<file path="src/rtl/tcm_port_arbiter.sv">
`timescale 1ns/1ps
// -----------------------------------------------------------------------------
// tcm_port_arbiter
//
// Shares one single-port 64-bit TCM RAM between the core's instruction-fetch
// port and its data port. At most one request is granted per cycle. The grant
// drives the RAM in the same cycle. The response comes back exactly one cycle
// later on the port that was granted.
//
// Data normally wins a conflict. A small counter tracks how many cycles in a
// row a pending fetch has been refused. Once that count reaches STARVE_MAX,
// the fetch wins the next conflict, so the front end always makes progress.
//
// Requests whose address falls outside the TCM window are still accepted.
// They never touch the RAM, and they return an error response one cycle later.
//
// Parameters
//   BASE_ADDR   byte address of TCM word 0
//   ADDR_W      TCM size is 2**ADDR_W bytes; RAM word index is ADDR_W-3 bits
//   STARVE_MAX  consecutive refused cycles after which a pending fetch wins
//
// Ports
//   clk, rst          clock; synchronous active-low reset
//   i_rd_i, i_pc_i    fetch request / byte address (bits [2:0] ignored)
//   i_accept_o        fetch granted this cycle (combinational)
//   i_valid_o         fetch response valid (one cycle after grant)
//   i_error_o         fetch address was outside the window
//   i_inst_o          fetch data (64-bit RAM word)
//   d_addr_i          data byte address (bits [1:0] ignored)
//   d_data_wr_i       write data
//   d_rd_i, d_wr_i    read request / byte strobes (nonzero strobes = write)
//   d_req_tag_i       request tag, echoed on the response
//   d_accept_o        data request granted this cycle (combinational)
//   d_ack_o           data response valid (reads and writes)
//   d_error_o         data address was outside the window
//   d_resp_tag_o      echoed tag
//   d_data_rd_o       read data (selected 32-bit half of the RAM word)
//   ram_en_o          RAM access enable
//   ram_wr_o          RAM byte write enables (8 lanes)
//   ram_addr_o        RAM word index
//   ram_data_wr_o     RAM write data
//   ram_data_rd_i     RAM read data, valid the cycle after ram_en_o
// -----------------------------------------------------------------------------
module tcm_port_arbiter #(
    parameter logic [31:0] BASE_ADDR  = 32'h8000_0000,
    parameter int          ADDR_W     = 17,
    parameter int          STARVE_MAX = 4
) (
    input  logic              clk,
    input  logic              rst,

    // Instruction-fetch port
    input  logic              i_rd_i,
    input  logic [31:0]       i_pc_i,
    output logic              i_accept_o,
    output logic              i_valid_o,
    output logic              i_error_o,
    output logic [63:0]       i_inst_o,

    // Data port
    input  logic [31:0]       d_addr_i,
    input  logic [31:0]       d_data_wr_i,
    input  logic              d_rd_i,
    input  logic [3:0]        d_wr_i,
    input  logic [10:0]       d_req_tag_i,
    output logic              d_accept_o,
    output logic              d_ack_o,
    output logic              d_error_o,
    output logic [10:0]       d_resp_tag_o,
    output logic [31:0]       d_data_rd_o,

    // Single-port RAM
    output logic              ram_en_o,
    output logic [7:0]        ram_wr_o,
    output logic [ADDR_W-4:0] ram_addr_o,
    output logic [63:0]       ram_data_wr_o,
    input  logic [63:0]       ram_data_rd_i
);

    localparam logic [2:0] STARVE_LIM = 3'(STARVE_MAX);

    // rst is active-low. "live" is high when the block is out of reset. It
    // gates every output, so nothing leaks out while reset is held. This
    // includes a response that was registered just before reset arrived.
    logic live;
    assign live = rst;

    // -------------------------------------------------------------------------
    // Address decode
    // The offset is taken with wrapping unsigned 32-bit arithmetic. Addresses
    // below BASE_ADDR therefore become huge offsets and decode as out of
    // window, with no separate lower-bound compare.
    // -------------------------------------------------------------------------
    logic [31:0] i_off;
    logic [31:0] d_off;
    logic        i_in_win;
    logic        d_in_win;

    assign i_off    = i_pc_i   - BASE_ADDR;
    assign d_off    = d_addr_i - BASE_ADDR;
    assign i_in_win = (i_off[31:ADDR_W] == '0);
    assign d_in_win = (d_off[31:ADDR_W] == '0);

    // The sub-word offset bits are not needed. Bit 2 of the data address is
    // taken directly from d_addr_i, because BASE_ADDR is word aligned.
    logic unused_off_bits;
    assign unused_off_bits = ^{i_off[2:0], d_off[2:0]};

    // -------------------------------------------------------------------------
    // Grant
    // -------------------------------------------------------------------------
    logic [2:0] starve_q;
    logic [2:0] starve_d;
    logic       d_is_wr;
    logic       d_req;
    logic       fetch_starved;
    logic       gnt_i;
    logic       gnt_d;

    always_comb begin
        d_is_wr       = |d_wr_i;
        d_req         = d_rd_i | d_is_wr;
        fetch_starved = (starve_q == STARVE_LIM);
        // Data wins, unless a pending fetch has been refused long enough.
        gnt_d         = live & d_req & ~(i_rd_i & fetch_starved);
        gnt_i         = live & i_rd_i & ~gnt_d;
    end

    assign i_accept_o = gnt_i;
    assign d_accept_o = gnt_d;

    // -------------------------------------------------------------------------
    // Starvation counter: counts cycles in a row in which a fetch is refused.
    // It saturates, so it cannot wrap back to zero if STARVE_MAX is ever set
    // close to the counter width.
    // -------------------------------------------------------------------------
    always_comb begin
        starve_d = '0;
        if (i_rd_i && !gnt_i) begin
            starve_d = (starve_q == 3'd7) ? starve_q : starve_q + 3'd1;
        end
    end

    always_ff @(posedge clk) begin
        if (!rst) begin
            starve_q <= '0;
        end else begin
            starve_q <= starve_d;
        end
    end

    // -------------------------------------------------------------------------
    // RAM drive
    // Only in-window grants reach the RAM. An out-of-window grant leaves the
    // RAM completely idle.
    // -------------------------------------------------------------------------
    logic ram_i_hit;
    logic ram_d_hit;
    logic ram_d_wr;

    assign ram_i_hit = gnt_i & i_in_win;
    assign ram_d_hit = gnt_d & d_in_win;
    assign ram_d_wr  = ram_d_hit & d_is_wr;
    assign ram_en_o  = ram_i_hit | ram_d_hit;

    always_comb begin
        ram_addr_o = '0;
        if (ram_d_hit) begin
            ram_addr_o = d_off[ADDR_W-1:3];
        end else if (ram_i_hit) begin
            ram_addr_o = i_off[ADDR_W-1:3];
        end
    end

    // A 32-bit store is steered to one half of the 64-bit word by addr[2].
    // The write data is duplicated into both halves, so only the strobes need
    // steering.
    generate
        for (genvar gi = 0; gi < 4; gi++) begin : g_lane
            assign ram_wr_o[gi]     = ram_d_wr & ~d_addr_i[2] & d_wr_i[gi];
            assign ram_wr_o[gi + 4] = ram_d_wr &  d_addr_i[2] & d_wr_i[gi];
        end
    endgenerate

    assign ram_data_wr_o = ram_d_wr ? {d_data_wr_i, d_data_wr_i} : 64'd0;

    // -------------------------------------------------------------------------
    // Response registers
    // These load on every cycle, so each grant yields exactly one response
    // cycle, and back-to-back grants yield back-to-back responses. The RAM
    // word itself is not captured. It arrives on ram_data_rd_i in the
    // response cycle and is muxed straight through. The registers only hold
    // what is needed to steer it.
    // -------------------------------------------------------------------------
    logic        i_valid_q, i_valid_d;
    logic        i_error_q, i_error_d;
    logic        i_fill_q,  i_fill_d;   // in-window fetch: pass RAM word out
    logic        d_ack_q,   d_ack_d;
    logic        d_error_q, d_error_d;
    logic        d_fill_q,  d_fill_d;   // in-window read: pass RAM half out
    logic        d_hi_q,    d_hi_d;     // read targets the upper half
    logic [10:0] d_tag_q,   d_tag_d;

    always_comb begin
        i_valid_d = gnt_i;
        i_error_d = gnt_i & ~i_in_win;
        i_fill_d  = ram_i_hit;
        d_ack_d   = gnt_d;
        d_error_d = gnt_d & ~d_in_win;
        d_fill_d  = ram_d_hit & ~d_is_wr;
        d_hi_d    = ram_d_hit & ~d_is_wr & d_addr_i[2];
        d_tag_d   = gnt_d ? d_req_tag_i : 11'd0;
    end

    always_ff @(posedge clk) begin
        if (!rst) begin
            i_valid_q <= 1'b0;
            i_error_q <= 1'b0;
            i_fill_q  <= 1'b0;
            d_ack_q   <= 1'b0;
            d_error_q <= 1'b0;
            d_fill_q  <= 1'b0;
            d_hi_q    <= 1'b0;
            d_tag_q   <= '0;
        end else begin
            i_valid_q <= i_valid_d;
            i_error_q <= i_error_d;
            i_fill_q  <= i_fill_d;
            d_ack_q   <= d_ack_d;
            d_error_q <= d_error_d;
            d_fill_q  <= d_fill_d;
            d_hi_q    <= d_hi_d;
            d_tag_q   <= d_tag_d;
        end
    end

    // -------------------------------------------------------------------------
    // Response outputs
    // Data buses read zero whenever there is no valid response. An error
    // response also carries zero data.
    // -------------------------------------------------------------------------
    assign i_valid_o    = live & i_valid_q;
    assign i_error_o    = live & i_error_q;
    assign i_inst_o     = (live & i_fill_q) ? ram_data_rd_i : 64'd0;

    assign d_ack_o      = live & d_ack_q;
    assign d_error_o    = live & d_error_q;
    assign d_resp_tag_o = live ? d_tag_q : 11'd0;
    assign d_data_rd_o  = (live & d_fill_q)
                        ? (d_hi_q ? ram_data_rd_i[63:32] : ram_data_rd_i[31:0])
                        : 32'd0;

endmodule

</file>
<file path="config.mk">
export PLATFORM = sky130hd
export DESIGN_NAME = tcm_port_arbiter
export DESIGN_NICKNAME = d
export VERILOG_FILES = /design/src/rtl/tcm_port_arbiter.sv
export SDC_FILE = /design/constraint.sdc
export NUM_CORES = 1
export LEC_CHECK = 0
export BUFFER_PORTS_ARGS = -buffer_cell sky130_fd_sc_hd__clkbuf_2
export CAP_MARGIN = 5
export CELL_PAD_IN_SITES_DETAIL_PLACEMENT = 1
export CELL_PAD_IN_SITES_GLOBAL_PLACEMENT = 2
export CORE_AREA = 2 2 146 148
export DETAILED_ROUTE_END_ITERATION = 10
export DIE_AREA = 0 0 148 150
export PLACE_DENSITY = 0.91
export SLEW_MARGIN = 10
export SYNTH_ARGS = -nofsm -noshare
export SYNTH_HDL_FRONTEND = slang
export SYNTH_SLANG_ARGS = --single-unit
export TNS_END_PERCENT = 50
</file>
<file path="constraint.sdc">
create_clock -name clk -period 2.9 [get_ports clk]
set_input_delay 0.29 -clock clk [delete_from_list [all_inputs] [get_ports clk]]
set_output_delay 0.29 -clock clk [all_outputs]
set_load 0.03 [all_outputs]
</file>
==> summary.md <==
| Metric | Value |
|---|---|
| Initial drt markers | 115 |
| Fin. Hold Viols | 0 |
| Total power | 0.833 mW |
| Core Util, Final | 21.7% |
| Clock network power share | 35.5% |
| TritonCTS clock tree | done |
| Hold Crit Class | in2reg |
| F_max | 385 MHz |
| Fin crit share | 89.6% |
| Synth Instances | 335 |
| Number of global-route vias before repair | 3,553 |
| Post-DP HPWL | 13,500 um |
| RR Startpoint | starve_q[0] |
| Port Buffer Count | 373 |
| Area Overhead vs Synth | 80.3% |
| CP endpoint kind | primary output |
| Net Sw Frac | 27.6% |
| # IOs | 379 |
| Design area | 0.00449 sq mm |
| Setup violations, final | 0 |
| Placer Congestion | 0.822 |
| Ys Warns | 0 |
| Ys flop type | dfxtp_1 |
| Mapped Area | 0.00249 sq mm |
| PD cells | 186 mW/mm^2 |
| Vias | 3,678 |
| Hold path start | d_req_tag_i[9] |
| Total Routing Usage GR | 12.4% |
| P_sw | 0.229 mW |
| Flip-flop and latch count after synthesis | 21 |
| Layout Skew | 0.00291 ns |
| Peak VDD IR | 0.151 mV |
| Post-synthesis net count | 517 |
| Hold endpoint | d_tag_q[9] |
| Final Critical Period | 2.60 ns |
| Full die area | 0.0222 sq mm |
| Max Fanout on Critical Path | 21 |
| Largest area contributor in the synthesized netlist | and3_1 |
| Clock Sinks | 21 |
| Post-cts resize count | 1 |
| Vias per cell | 3.95 |
| Fraction of registers with async set/reset | 0% |
| Nature of the critical path startpoint | register |
| Min-Delay Path Depth | 2 |
| Crit Reg-Reg Endpoint | d_hi_q |
| Chip width | 148 um |
| Critical path type | reg2out |
| R2R depth | 6 |
| TritonRoute pass-1 iters | 4 |
| P_int | 0.603 mW |
| Setup bufs post-CTS | 0 |
| Worst-path clk slew | 0.06 ns |
| Share of cells above drive strength 1 | 59.8% |
| Grt ovf | 0 |
| Wirelength per Cell | 16.4 um |
| Status | complete, no violations |
| Largest net degree at the start of global routing | 81 |
| Leak | 2.76 nW |
| Comb pwr share | 27.9% |
| Fillers | 2,648 |
| Yosys cell types | 26 |
| Final Max Slew Viols | 0 |
| Synth Area per Inst | 7.43 sq um |
| Sequential power share | 36.6% |
| CP delay by family, top | simple AND/OR/NAND/NOR gates |
| CP max-delay cell | nor2_2 |
| H-tree levels | 1 |
| Initial antenna violation count | 0 |
| Worst path bufs/invs | 2 |
| Num rows | 53 |
| Fin nets | 840 |
| Worst rel slew slack | 44.6% |
| RSZ-0062 raised after global routing | no |
| Clock latency on the worst-skew pair | 0.26 ns |
| Worst-Margin Slew | 0.830 ns |
| Main area contributors after synthesis | and3_1 18%, dfxtp_1 17%, and2_1 15% |
| Synth top area share | 17.6% |
| First-pass GRT wire length | 21,100 um |
| CTS Buf Count | 3 |
| Max incr delay on CP | 0.68 ns |
| Routed WL | 15,300 um |
| EDFF count, synth | 0 |
| Hold buffer count at CTS | 0 |
| Starting Density | 12.0% |
| Cell Chain, Critical Path | inv_1 -> ha_1 -> nand3_1 -> o211ai_4 -> nor2_2 -> and3_1 -> clkbuf_2 |
| TNS Setup | 0 ns |
| Dpl cell area | 0.00440 sq mm |
| Sequential area share after synthesis | 16.9% |
| R2r setup slk | 0.98 ns |
| Root Driver | clkbuf_16 |
| Antenna-violating nets left | 0 |
| Antenna Cells | 0 |
| Core Region | 0.0207 sq mm |
| Data required, critical path | 2.61 ns |
| Max Cap Viol | 0 |
| Residual DRC count | 0 |
| Longest Clk Path Bufs | 2 |
| Die H | 150 um |
| WP data arrival | 2.31 ns |
| Min Hold Slack | 0.228 ns |
-- sequential cells by signal (all words and copies together), names as in the netlist --
| name | count |
|---|---|
| d_hi_q | 1 |
| i_valid_q | 1 |
| d_fill_q | 1 |
| d_tag_q | 11 |
| starve_q | 3 |
| d_error_q | 1 |
| i_error_q | 1 |
| d_ack_q | 1 |
| i_fill_q | 1 |
-- worst max-delay path by stage --
| stage | cells past startpoint | startpoint | endpoint |
|---|---|---|---|
| 2_1_floorplan | 8 | starve_q[0] | ram_data_wr_o[33] |
| 3_5_place_dp | 6 | d_addr_i[19] | ram_wr_o[0] |
| 5_1_grt | 7 | starve_q[0] | ram_wr_o[7] |
| 6_report | 7 | starve_q[0] | ram_wr_o[4] |
| 4_1_cts | 7 | starve_q[0] | ram_wr_o[0] |
| 3_3_place_gp | 6 | d_addr_i[19] | ram_wr_o[7] |
-- metrics by stage --
| stage | worst slack (ns) | std cells |
|---|---|---|
| floorplan | 0.652 | 335 |
| global placement | 0.124 | 928 |
| detailed placement | 0.0621 | 928 |
| CTS | 0.286 | 932 |
| global route | 0.154 | 932 |
| finish | 0.302 | 932 |
-- Yosys cell counts (2+ instances only) --
cell and n:
a32o_1 14, and2_1 61, and3_1 70, and3b_1 2
buf_1 5, buf_4 32, clkbuf_1 25, dfxtp_1 21
ha_1 3, inv_1 5, mux2i_1 34, nand2_1 3
nand4_1 2, nor2_1 36, nor3_1 4, nor4_1 5
nor4b_1 4
-- power by group through the flow --
stage / Sequential (mW) / Clock, mW / Combinational (mW)
after floorplan: 0.310 / 0 / 0.0779
after global placement: 0.311 / 0 / 0.231
after detailed placement: 0.311 / 0 / 0.237
after CTS: 0.305 / 0.308 / 0.238
after global routing: 0.306 / 0.316 / 0.258
final: 0.305 / 0.295 / 0.233
-- final cells by class --
class	instances	area, sq um	area share (%)
Clock inverter	1	5.00	0.112
Tap cell	275	344	7.67
Clock buffer	3	75.1	1.67
Multi-Input combinational cell	244	1680	37.5
Timing Repair Buffer	382	1930	43.1
Inverter	6	25.0	0.558
Sequential cell	21	422	9.40
-- routing by layer --
metal	up-vias	track usage [%]	wire length [um]
li1	1769	-	-
met1	1673	12.5	5390
met2	229	25.9	8520
met3	7	2.50	1270
met4	0	2.67	146
met5	-	0	0
-- worst register-to-register path, delay by kind of cell (launching register included) --
kind	cells	cell delay [ns]
adders and majority gates	1	0.20
buffers and inverters	1	0.07
AOI/OAI and AO/OA	1	0.14
and+or+nand+nor	3	1.08
DFF	1	0.37
-- kinds of logic (layout without fill, tap and decap cells) --
kind of cell | count (synthesis) | count (layout) | share of synthesized area, %
AO/OA/AOI/OAI | 16 | 16 | 6.74
XOR/XNOR | 1 | 1 | 0.352
adder cells (fa/ha/maj) | 3 | 3 | 1.51
buffers and inverters | 70 | 392 | 15.8
flip-flops | 21 | 21 | 16.9
multiplexers | 34 | 34 | 13.7
AND/OR/NAND/NOR | 190 | 190 | 45.0
-- cell usage in the layout (no fill, tap or decap), types with 2 or more instances in the layout --
cell	instances
clkbuf_2	373
and3_1	70
and2_1	61
nor2_1	35
mux2i_1	34
dfxtp_1	20
a32o_1	14
buf_4	9
inv_1	5
nor4_1	5
nor4b_1	4
nand2_1	3
nor3_1	3
ha_1	3
clkbuf_16	3
nand4_1	2
and3b_1	2
Note: power is estimated with default switching activity, not from simulation.
